[src/rtl/m_controller_pkg.sv]
// Shared definitions for the M-extension controller.
// The block below holds the m_definitions encodings: mux select widths and codes,
// funct3 op constants and the controller state encoding.

`ifndef M_DEFINITIONS_SVH
`define M_DEFINITIONS_SVH
`define MUX_R_LENGTH     3
`define MUX_D_LENGTH     2
`define MUX_Z_LENGTH     2
`define MUX_MULTA_LENGTH 2
`define MUX_MULTB_LENGTH 2
`endif

package m_controller_pkg;

  // Remainder register (R) select codes
  localparam logic [`MUX_R_LENGTH-1:0] MUX_R_KEEP       = 3'd0;
  localparam logic [`MUX_R_LENGTH-1:0] MUX_R_A          = 3'd1;
  localparam logic [`MUX_R_LENGTH-1:0] MUX_R_A_NEG      = 3'd2;
  localparam logic [`MUX_R_LENGTH-1:0] MUX_R_MULT_LOWER = 3'd3;
  localparam logic [`MUX_R_LENGTH-1:0] MUX_R_SUB_KEEP   = 3'd4;

  // Divisor register (D) select codes
  localparam logic [`MUX_D_LENGTH-1:0] MUX_D_KEEP  = 2'd0;
  localparam logic [`MUX_D_LENGTH-1:0] MUX_D_B     = 2'd1;
  localparam logic [`MUX_D_LENGTH-1:0] MUX_D_B_NEG = 2'd2;
  localparam logic [`MUX_D_LENGTH-1:0] MUX_D_SHR   = 2'd3;

  // Quotient register (Z) select codes
  localparam logic [`MUX_Z_LENGTH-1:0] MUX_Z_KEEP       = 2'd0;
  localparam logic [`MUX_Z_LENGTH-1:0] MUX_Z_ZERO       = 2'd1;
  localparam logic [`MUX_Z_LENGTH-1:0] MUX_Z_MULT_UPPER = 2'd2;
  localparam logic [`MUX_Z_LENGTH-1:0] MUX_Z_SHL_ADD    = 2'd3;

  // Multiplier operand select codes
  localparam logic [`MUX_MULTA_LENGTH-1:0] MUX_MULTA_ZERO     = 2'd0;
  localparam logic [`MUX_MULTA_LENGTH-1:0] MUX_MULTA_UNSIGNED = 2'd1;
  localparam logic [`MUX_MULTA_LENGTH-1:0] MUX_MULTA_SIGNED   = 2'd2;
  localparam logic [`MUX_MULTB_LENGTH-1:0] MUX_MULTB_ZERO     = 2'd0;
  localparam logic [`MUX_MULTB_LENGTH-1:0] MUX_MULTB_UNSIGNED = 2'd1;
  localparam logic [`MUX_MULTB_LENGTH-1:0] MUX_MULTB_SIGNED   = 2'd2;

  // RV32M funct3 op codes
  localparam logic [2:0] F3_MUL    = 3'b000;
  localparam logic [2:0] F3_MULH   = 3'b001;
  localparam logic [2:0] F3_MULHSU = 3'b010;
  localparam logic [2:0] F3_MULHU  = 3'b011;
  localparam logic [2:0] F3_DIV    = 3'b100;
  localparam logic [2:0] F3_DIVU   = 3'b101;
  localparam logic [2:0] F3_REM    = 3'b110;
  localparam logic [2:0] F3_REMU   = 3'b111;

  // Controller state encoding
  typedef enum logic [2:0] {
    IDLE     = 3'd0,
    LOAD     = 3'd1,
    MUL_OPS  = 3'd2,
    MUL_PROD = 3'd3,
    MUL_WB   = 3'd4,
    DIV_ITER = 3'd5,
    DONE     = 3'd6
  } m_state_t;

  // Op classification derived from funct3
  typedef struct packed {
    logic is_mul;
    logic is_signed_div;
    logic upper_half;
    logic a_signed;
    logic b_signed;
  } op_dec_t;

  // Full set of controller outputs, registered as one bundle
  typedef struct packed {
    logic [`MUX_MULTA_LENGTH-1:0] mux_multA;
    logic [`MUX_MULTB_LENGTH-1:0] mux_multB;
    logic [`MUX_R_LENGTH-1:0]     mux_R;
    logic [`MUX_D_LENGTH-1:0]     mux_D;
    logic [`MUX_Z_LENGTH-1:0]     mux_Z;
    logic                         busy;
    logic                         done;
    logic                         result_sel;
    logic                         negate_result;
  } ctl_out_t;

  // Output values in IDLE, which are also the reset values
  localparam ctl_out_t CTL_IDLE = '{
    mux_multA:     MUX_MULTA_ZERO,
    mux_multB:     MUX_MULTB_ZERO,
    mux_R:         MUX_R_KEEP,
    mux_D:         MUX_D_KEEP,
    mux_Z:         MUX_Z_KEEP,
    busy:          1'b0,
    done:          1'b0,
    result_sel:    1'b0,
    negate_result: 1'b0
  };

endpackage

[src/rtl/m_controller.sv]
// Sequencing FSM for the M-extension datapath: accepts one RV32M op via
// start/done, steps the multiplier or restoring divider and drives all
// register/multiplier mux selects. Outputs are registered and decoded from
// the next state so they line up with the state they describe.

module m_controller
  import m_controller_pkg::*;
#(
  parameter int DIV_STEPS = 32,
  parameter int MUL_WAIT  = 0
) (
  input  logic                         clk,
  input  logic                         reset,
  input  logic                         start,
  input  logic [2:0]                   funct3,
  input  logic                         rs1_sign,
  input  logic                         rs2_sign,
  input  logic                         rs2_zero,
  input  logic                         flush,
  output logic [`MUX_MULTA_LENGTH-1:0] mux_multA,
  output logic [`MUX_MULTB_LENGTH-1:0] mux_multB,
  output logic [`MUX_R_LENGTH-1:0]     mux_R,
  output logic [`MUX_D_LENGTH-1:0]     mux_D,
  output logic [`MUX_Z_LENGTH-1:0]     mux_Z,
  output logic                         busy,
  output logic                         done,
  output logic                         result_sel,
  output logic                         negate_result
);

  // One counter serves both the divide iterations and the multiplier wait
  localparam int CNT_MAX = (DIV_STEPS > MUL_WAIT + 1) ? DIV_STEPS : MUL_WAIT + 1;
  localparam int CNT_W   = (CNT_MAX > 1) ? $clog2(CNT_MAX) : 1;
  localparam logic [CNT_W-1:0] DIV_LAST = CNT_W'(DIV_STEPS - 1);
  localparam logic [CNT_W-1:0] MUL_LAST = CNT_W'(MUL_WAIT);

  m_state_t         state_r, state_s;
  logic [2:0]       funct3_r, funct3_s;
  logic             rs1_sign_r, rs1_sign_s;
  logic             rs2_sign_r, rs2_sign_s;
  logic             rs2_zero_r, rs2_zero_s;
  logic [CNT_W-1:0] cnt_r, cnt_s;
  ctl_out_t         out_r, out_s;

  function automatic op_dec_t op_decode(input logic [2:0] f3);
    op_dec_t d;
    d.is_mul        = ~f3[2];
    d.is_signed_div = f3[2] & ~f3[0];
    d.upper_half    = ~f3[2] & (f3[1:0] != 2'b00);
    d.a_signed      = ~f3[2] & (f3[1] ^ f3[0]);
    d.b_signed      = ~f3[2] & ~f3[1] & f3[0];
    return d;
  endfunction

  function automatic ctl_out_t decode_outputs(input m_state_t st, input logic [2:0] f3,
                                              input logic s1, input logic s2, input logic z);
    ctl_out_t o;
    op_dec_t  op;
    op = op_decode(f3);
    o  = CTL_IDLE;
    case (st)
      IDLE: begin
        o = CTL_IDLE;
      end
      LOAD: begin
        o.busy  = 1'b1;
        o.mux_Z = MUX_Z_ZERO;
        if (op.is_signed_div) begin
          o.mux_R = s1 ? MUX_R_A_NEG : MUX_R_A;
          o.mux_D = s2 ? MUX_D_B_NEG : MUX_D_B;
        end else begin
          o.mux_R = MUX_R_A;
          o.mux_D = MUX_D_B;
        end
      end
      MUL_OPS, MUL_PROD, MUL_WB: begin
        o.busy      = 1'b1;
        o.mux_multA = op.a_signed ? MUX_MULTA_SIGNED : MUX_MULTA_UNSIGNED;
        o.mux_multB = op.b_signed ? MUX_MULTB_SIGNED : MUX_MULTB_UNSIGNED;
        if (st != MUL_WB) begin
          o.mux_R = MUX_R_KEEP;
        end else if (op.upper_half) begin
          o.mux_Z = MUX_Z_MULT_UPPER;
        end else begin
          o.mux_R = MUX_R_MULT_LOWER;
        end
      end
      DIV_ITER: begin
        o.busy  = 1'b1;
        o.mux_R = MUX_R_SUB_KEEP;
        o.mux_Z = MUX_Z_SHL_ADD;
        o.mux_D = MUX_D_SHR;
      end
      DONE: begin
        o.done       = 1'b1;
        // MUL leaves its answer in R; REM/REMU leave the remainder in R
        o.result_sel = (op.is_mul & ~op.upper_half) | (f3[2] & f3[1]);
        case (f3)
          F3_DIV:  o.negate_result = (s1 ^ s2) & ~z;
          F3_REM:  o.negate_result = s1;
          default: o.negate_result = 1'b0;
        endcase
      end
      default: begin
        o = CTL_IDLE;
      end
    endcase
    return o;
  endfunction

  // Next-state, operand latch and step counter logic
  always_comb begin
    state_s    = state_r;
    funct3_s   = funct3_r;
    rs1_sign_s = rs1_sign_r;
    rs2_sign_s = rs2_sign_r;
    rs2_zero_s = rs2_zero_r;
    cnt_s      = cnt_r;
    if (flush) begin
      state_s = IDLE;
    end else begin
      case (state_r)
        IDLE, DONE: begin
          if (start) begin
            funct3_s   = funct3;
            rs1_sign_s = rs1_sign;
            rs2_sign_s = rs2_sign;
            rs2_zero_s = rs2_zero;
            state_s    = LOAD;
          end else begin
            state_s = IDLE;
          end
        end
        LOAD: begin
          cnt_s   = '0;
          state_s = funct3_r[2] ? DIV_ITER : MUL_OPS;
        end
        MUL_OPS: begin
          if (cnt_r == MUL_LAST) begin
            cnt_s   = '0;
            state_s = MUL_PROD;
          end else begin
            cnt_s = cnt_r + CNT_W'(1);
          end
        end
        MUL_PROD: state_s = MUL_WB;
        MUL_WB:   state_s = DONE;
        DIV_ITER: begin
          if (cnt_r == DIV_LAST) begin
            state_s = DONE;
          end else begin
            cnt_s = cnt_r + CNT_W'(1);
          end
        end
        default: state_s = IDLE;
      endcase
    end
  end

  // Decode the outputs belonging to the upcoming state
  always_comb begin
    out_s = decode_outputs(state_s, funct3_s, rs1_sign_s, rs2_sign_s, rs2_zero_s);
  end

  // State, operand and output registers with synchronous reset
  always_ff @(posedge clk) begin
    if (reset) begin
      state_r    <= IDLE;
      funct3_r   <= 3'b000;
      rs1_sign_r <= 1'b0;
      rs2_sign_r <= 1'b0;
      rs2_zero_r <= 1'b0;
      cnt_r      <= '0;
      out_r      <= CTL_IDLE;
    end else begin
      state_r    <= state_s;
      funct3_r   <= funct3_s;
      rs1_sign_r <= rs1_sign_s;
      rs2_sign_r <= rs2_sign_s;
      rs2_zero_r <= rs2_zero_s;
      cnt_r      <= cnt_s;
      out_r      <= out_s;
    end
  end

  assign mux_multA     = out_r.mux_multA;
  assign mux_multB     = out_r.mux_multB;
  assign mux_R         = out_r.mux_R;
  assign mux_D         = out_r.mux_D;
  assign mux_Z         = out_r.mux_Z;
  assign busy          = out_r.busy;
  assign done          = out_r.done;
  assign result_sel    = out_r.result_sel;
  assign negate_result = out_r.negate_result;

endmodule

[config.mk]
export PLATFORM = sky130hd
export DESIGN_NAME = m_controller
export DESIGN_NICKNAME = d
export VERILOG_FILES = /design/src/rtl/m_controller_pkg.sv /design/src/rtl/m_controller.sv
export SDC_FILE = /design/constraint.sdc
export NUM_CORES = 1
export LEC_CHECK = 0
export CAP_MARGIN = 0
export CORE_UTILIZATION = 28
export DETAILED_ROUTE_END_ITERATION = 16
export GPL_TIMING_DRIVEN = 1
export HOLD_SLACK_MARGIN = 0.02
export SYNTH_ARGS = -nofsm -noshare
export SYNTH_HDL_FRONTEND = slang
export SYNTH_SLANG_ARGS = --single-unit
export TNS_END_PERCENT = 10
[constraint.sdc]
create_clock -name clk -period 3.45 [get_ports clk]
set_clock_uncertainty 0.1 [all_clocks]
set_input_delay 1.035 -clock clk [delete_from_list [all_inputs] [get_ports clk]]
set_output_delay 1.035 -clock clk [all_outputs]
set_load 0.01 [all_outputs]
==> metrics, run 1 <==
FMAX 336.7 MHz; worst vdd ir 224.9 uV; Critical Path Start Type input pin; RSZ-0062 raised after global routing no; Root Buffer clkbuf_8; PostCTS Resize Cnt 0; delay-heaviest family, CP compound AO/OA/AOI/OAI gates; Die H 75.69 um; TNS Setup 0 ns; area share of xor/xnor cells in the synthesized design 0.01728; Adder-Cell Fraction of Synth Area 0.05761; Port Buf Inserts 24; most common cell after layout, fill and taps aside dfxtp_1; Vias 1163; clock latency on the worst-skew pair 0.27 ns; most frequent cells in the layout dfxtp_1 (29), clkdlybuf4s50_1 (24), nor2_1 (17); CP max FO 5; die area 5728 sq um; synthesized net count 173; slew margin rel. 0.6614; post-synth cell types 59; Ant. Diodes 0; hold_buf cts 0; actual slew at the worst max-slew pin 0.5063 ns; drt drc 0; Reg area 580.6 sq um; leading area contributor after synthesis dfxtp_1; post-synthesis cell area 1520 sq um; WP data arrival 3.02 ns; Max stage delay on crit path 0.52 ns; max-slew violations 0; minimum clock period 2.970 ns; maxcap violations 0; Initial Util 0.2939; final hold vios 0; Detail Route Antenna Nets 0; CTS tree built; post-CTS setup buffer count 0; CTS sink cnt 29; mux contribution to synthesized area 0.06749; sequential area share after synthesis 0.3819; EDFF count, synth 0; share of layout cells above drive strength 1 0.1784; area of the multi-input gates 863.3 sq um; Worst EP required 3.50 ns; pwr/cell area 370.6 nW/um^2; die width 75.69 um; Critical Path, Cell by Cell clkdlybuf4s50_1 -> nand2b_4 -> a211o_4 -> mux2i_4 -> ha_1 -> and4b_1 -> o31ai_1 -> a211oi_2; WL/cell 11.95 um; syn avg cell area 9.745 sq um; post-synth top area share 0.3819; #FFs+latches synth 29; antenna violations before repair 0; All-Layer GR Usage 0.1210; DP Wirelength 2331 um; asr flop ratio synth 0; total global routing overflow 0; # setup viols final 0; DR iter-0 viols 66; largest family of logic cells by synthesized area simple AND/OR/NAND/NOR gates; CP Buf/Inv Count 1; pre-CTS WS 0.1788 ns; predominant post-synthesis flop cell dfxtp_1; H-tree depth 2; static leakage 0.7275 nW; Fillers 536; Gate Count Post-Synth 156; largest net degree at the start of global routing 14; post-synthesis compound-gate area fraction 0.1630; CTS Buffer Depth 2; Area contributors post-synth dfxtp_1 (38%), ha_1 (5.8%), nor2_1 (4.2%), a21oi_1 (2.6%), mux2i_1 (2.6%); Vias/cell 4.561; first-pass GRT wire length 5140 um; DR pass1 iterations 4; Worst setup EP type register; CTS Buf Count 5; slowest CP cell clkdlybuf4s50_1; Area Overhead vs Synth 26.34%; final period utilization 0.8610; Ports 25; Worst Hold Class reg2reg; Std-Cell Rows 26; outcome finished clean; GP Congestion 0.7247; Setup CP Type in2reg; via count of the first global-routing pass 1095; layout net count 203; clock transition at the registers of the reported paths 0.06 ns; Core ar. 5172 sq um; Final Worst Setup Slack 0.4796 ns; Synth Warn # 0; Post-Route WL 3048 um; Synth Area in Simple Gates 0.2626
## per-layer routing
layer / vias up / GRT usage / wire length [um]
li1: 610 / - / -
met4: 0 / 0.03086 / 20
met2: 33 / 0.1766 / 1310
met1: 516 / 0.1672 / 1564
met3: 4 / 0.04630 / 152
met5: - / 0 / 0
## flip-flops by register name, summed over array words and instances, names as in the netlist
signal / flops
result_sel: 1
rs1_sign_r: 1
mux_Z: 2
state_r: 3
done: 1
mux_D: 2
negate_result: 1
funct3_r: 3
mux_R: 3
rs2_sign_r: 1
mux_multA: 2
mux_multB: 2
cnt_r: 5
rs2_zero_r: 1
busy: 1
## worst reg2reg max path, stage by stage (launching register included)
cell	delay (ns)
dfxtp_1	0.32
ha_1	0.20
and3_1	0.18
ha_1	0.20
nand2b_1	0.17
a221oi_1	0.38
nor2_1	0.09
ha_1	0.35
a21o_1	0.22
nor4b_2	0.22
## kinds of logic (layout without fill, tap and decap cells)
family,Yosys count,after routing
AO/OA/AOI/OAI,30,30
XOR/XNOR,3,3
adder cells (fa/ha/maj),7,7
buffers and inverters,16,45
flip-flops,29,29
multiplexers,8,8
AND/OR/NAND/NOR,63,63
## synth_stat cells, types with 3 or more instances
cell type / number
o21ai_0: 3
nor2_1: 17
inv_1: 8
a21oi_1: 8
dfxtp_1: 29
a22oi_1: 3
nor2b_1: 6
nand3_1: 3
nor3_1: 5
xnor2_1: 3
mux2i_1: 4
ha_1: 7
nand2_1: 6
## layout make-up
class / count / area share
clock inverters: 1 / 0.002606
flip-flops and latches: 29 / 0.3023
repair buffers: 29 / 0.1446
inverters: 10 / 0.01954
clock buffers: 5 / 0.03583
multi-input cells: 111 / 0.4495
well taps: 70 / 0.04560
## per-stage QoR
stage | cells | power [W] | hold WS, ns | area [sq um] | util
final | 255 | 0.0007119 | 0.4541 | 1921 | 0.3713
after global routing | 255 | 0.0007462 | 0.4768 | 1921 | 0.3713
after CTS | 255 | 0.0007225 | 0.4593 | 1921 | 0.3713
after detailed placement | 249 | 0.0004687 | 0.4375 | 1847 | 0.3570
after global placement | 249 | 0.0004692 | 0.4304 | 1847 | 0.3570
after floorplan | 156 | 0.0004305 | 0.3802 | 1520 | -
## power breakdown
group / internal [W] / switching, W
Clock: 0.000132 / 0.000118
Sequential: 0.000344 / 0.00000802
Combinational: 0.0000545 / 0.0000556
Total: 0.000530 / 0.000182
## path summary, 6_finish.rpt
check | startpoint | end | slack [ns] | cells after the start
setup reg to reg | cnt_r[0]$_SDFFE_PP0P_ | mux_Z[1]$_SDFF_PP0_ | 0.94 | 9
hold / removal | rs2_zero_r$_SDFF_PP0_ | rs2_zero_r$_SDFF_PP0_ | 0.45 | 2
setup / recovery | start | negate_result$_SDFF_PP0_ | 0.48 | 8
hold reg to reg | rs2_zero_r$_SDFF_PP0_ | rs2_zero_r$_SDFF_PP0_ | 0.45 | 2
Note: power is estimated with default switching activity, not from simulation.
==> inputs of run 2 (changes only) <==
Settings changed: RECOVER_POWER set to 100.
==> run 2 against run 1 <==
- wire length shrank 0.20%
- highest routed layer unchanged
- non-clock buffer count stayed put
- critical path depth unchanged
- total power decreased by 1.3%
- largest cell class unchanged
- critical path type unchanged
- largest power group unchanged
==> metrics, run 2 (same netlist as run 1, synthesis figures left out) <==
outcome finished clean (unchanged); Detail Route Antenna Nets 0 (unchanged); Worst setup EP type register (unchanged); switching share of power 0.2575 (was 0.2552); RSZ-0062 raised after global routing no (unchanged); final period utilization 0.8781 (was 0.8610); Ant. Diodes 0 (unchanged); Seq pwr share 0.500 (was 0.494); Vias 1151 (was 1163); r2r endpoint mux_Z[1]$_SDFF_PP0_ (unchanged); Root Buffer clkbuf_8 (unchanged); hold_buf cts 0 (unchanged); most frequent cells in the layout dfxtp_1 (29), nor2_1 (17), dlygate4sd3_1 (17) (was dfxtp_1 (29), clkdlybuf4s50_1 (24), nor2_1 (17)); Routed met2 length 1305 um (was 1310 um); Biggest register cnt_r (unchanged); Final Worst Setup Slack 0.4206 ns (was 0.4796 ns); Cells after DPL 249 (unchanged); slowest CP cell dlygate4sd3_1 (was clkdlybuf4s50_1); CTS tree built (unchanged); Worst R2R Path Depth 9 (unchanged); maxcap violations 0 (unchanged); met1 wire length 1585 um (was 1564 um); Crit path depth 8 (unchanged); Non-Filler Instances 255 (unchanged); Max stage delay on crit path 0.60 ns (was 0.52 ns); Vias/cell 4.514 (was 4.561); DR WL met3 130 um (was 152 um); Min-Delay Endpoint cnt_r[3]$_SDFFE_PP0P_ (was rs2_zero_r$_SDFF_PP0_); largest net degree at the start of global routing 14 (unchanged); placed cell area 1847 sq um (unchanged); Worst Setup SP flush (was start); via count of the first global-routing pass 1095 (unchanged); top sig layer met4 (unchanged); r2r setup slk 0.86 ns (was 0.94 ns); static leakage 0.7650 nW (was 0.7275 nW); total global routing overflow 0 (unchanged); Std-Cell Rows 26 (unchanged); CP Buf/Inv Count 2 (was 1); Initial Util 0.2939 (unchanged); max reg flops 5 (unchanged); Post-Route WL 3042 um (was 3048 um); CTS Buffer Depth 2 (unchanged); slew margin rel. 0.6262 (was 0.6614); post-CTS setup buffer count 0 (unchanged); Die H 75.69 um (unchanged); Ports 25 (unchanged); DR iter-0 viols 75 (was 66); clock transition at the registers of the reported paths 0.06 ns (about the same); pre-CTS WS 0.1788 ns (unchanged); Worst Hold Launch cnt_r[3]$_SDFFE_PP0P_ (was rs2_zero_r$_SDFF_PP0_); FMAX 330.1 MHz (was 336.7 MHz); Area Overhead vs Synth 23.05% (was 26.34%); worst vdd ir 218.5 uV (was 224.9 uV); Worst EP required 3.55 ns (was 3.50 ns); delay-heaviest family, CP compound AO/OA/AOI/OAI gates (unchanged); DP Wirelength 2331 um (unchanged); Setup CP Type in2reg (unchanged); GP Congestion 0.7247 (unchanged); Critical Path Start Type input pin (unchanged); WL/cell 11.93 um (was 11.95 um); first-pass GRT wire length 5140 um (unchanged); CTS Buf Count 5 (unchanged); layout net count 203 (unchanged); Worst Hold Class reg2reg (unchanged); H-tree depth 2 (unchanged); hold path cells 2 (unchanged); Critical Path, Cell by Cell dlygate4sd3_1 -> a211o_4 -> mux2i_1 -> ha_1 -> inv_1 -> a2111oi_4 -> o31ai_1 -> a211oi_2 (was clkdlybuf4s50_1 -> nand2b_4 -> a211o_4 -> mux2i_4 -> ha_1 -> and4b_1 -> o31ai_1 -> a211oi_2); Core ar. 5172 sq um (unchanged); WP data arrival 3.13 ns (was 3.02 ns); actual slew at the worst max-slew pin 0.5608 ns (was 0.5063 ns); TNS Setup 0 ns (unchanged); die width 75.69 um (unchanged); CP max FO 5 (unchanged); CTS sink cnt 29 (unchanged); NetSw 0.0001810 W (was 0.0001816 W); most common cell after layout, fill and taps aside dfxtp_1 (unchanged); Power Internal 0.0005218 W (was 0.0005302 W); share of layout cells above drive strength 1 0.1297 (was 0.1784); power share of the clock group 0.359 (was 0.352); post-route cell area 1871 sq um (was 1921 sq um); reg2reg start cnt_r[0]$_SDFFE_PP0P_ (unchanged); max-slew violations 0 (unchanged); PostCTS Resize Cnt 0 (unchanged); DR pass1 iterations 5 (was 4); clock latency on the worst-skew pair 0.27 ns (about the same); All-Layer GR Usage 0.1210 (unchanged); final hold vios 0 (unchanged); Port Buf Inserts 24 (unchanged); # setup viols final 0 (unchanged); die area 5728 sq um (unchanged); antenna violations before repair 0 (unchanged); Gate power share 0.141 (was 0.155); minimum clock period 3.029 ns (was 2.970 ns); pwr/cell area 375.7 nW/um^2 (was 370.6 nW/um^2); drt drc 0 (unchanged)
## run 2: stage by stage
step                power [W]  hold slack [ns]  utilization
floorplan           0.0004305           0.3802            -
global placement    0.0004692           0.4304       0.3570
detailed placement  0.0004687           0.4375       0.3570
CTS                 0.0007225           0.4593       0.3713
global route        0.0007354           0.4768       0.3616
finish              0.0007028           0.4554       0.3616
## run 2: worst min-delay path: stages (launching register included)
cell	delay, ns
dfxtp_1	0.37
xnor2_1	0.08
nor2_1	0.07
## run 2: final cells by class
class / instances / area, sq um
fillers: 543 / 3302
flip-flops and latches: 29 / 580.6
well taps: 70 / 87.58
inverters: 10 / 37.54
clock inverters: 1 / 5.005
repair buffers: 29 / 259.0
clock buffers: 5 / 68.82
multi-input cells: 111 / 832.0
## run 2: power by group through the flow
stage | clock network [W] | logic [W] | registers [W]
final | 0.000252 | 0.0000994 | 0.000351
after global routing | 0.000272 | 0.000111 | 0.000352
after CTS | 0.000261 | 0.000110 | 0.000352
after detailed placement | 0 | 0.000110 | 0.000359
after global placement | 0 | 0.000110 | 0.000359
after floorplan | 0 | 0.0000741 | 0.000356
## run 2: worst max-delay path by stage
stage / endpoint
global route: negate_result$_SDFF_PP0_
finish: negate_result$_SDFF_PP0_
CTS: negate_result$_SDFF_PP0_
detailed placement: negate_result$_SDFF_PP0_
global placement: negate_result$_SDFF_PP0_
floorplan: negate_result$_SDFF_PP0_
## run 2: routing by layer
layer | GRT usage | vias up
met5 | 0 | -
met4 | 0.03086 | 0
met3 | 0.04630 | 4
met2 | 0.1766 | 24
met1 | 0.1672 | 512
li1 | - | 611
==> inputs of run 3 (changes only) <==
Settings changed: CTS_BUF_LIST set to sky130_fd_sc_hd__clkbuf_4 sky130_fd_sc_hd__clkbuf_8, HOLD_SLACK_MARGIN 0.02 to 0.03.
==> results of run 3 <==
The final DEF is identical to that of run 2; final timing and power are the same.
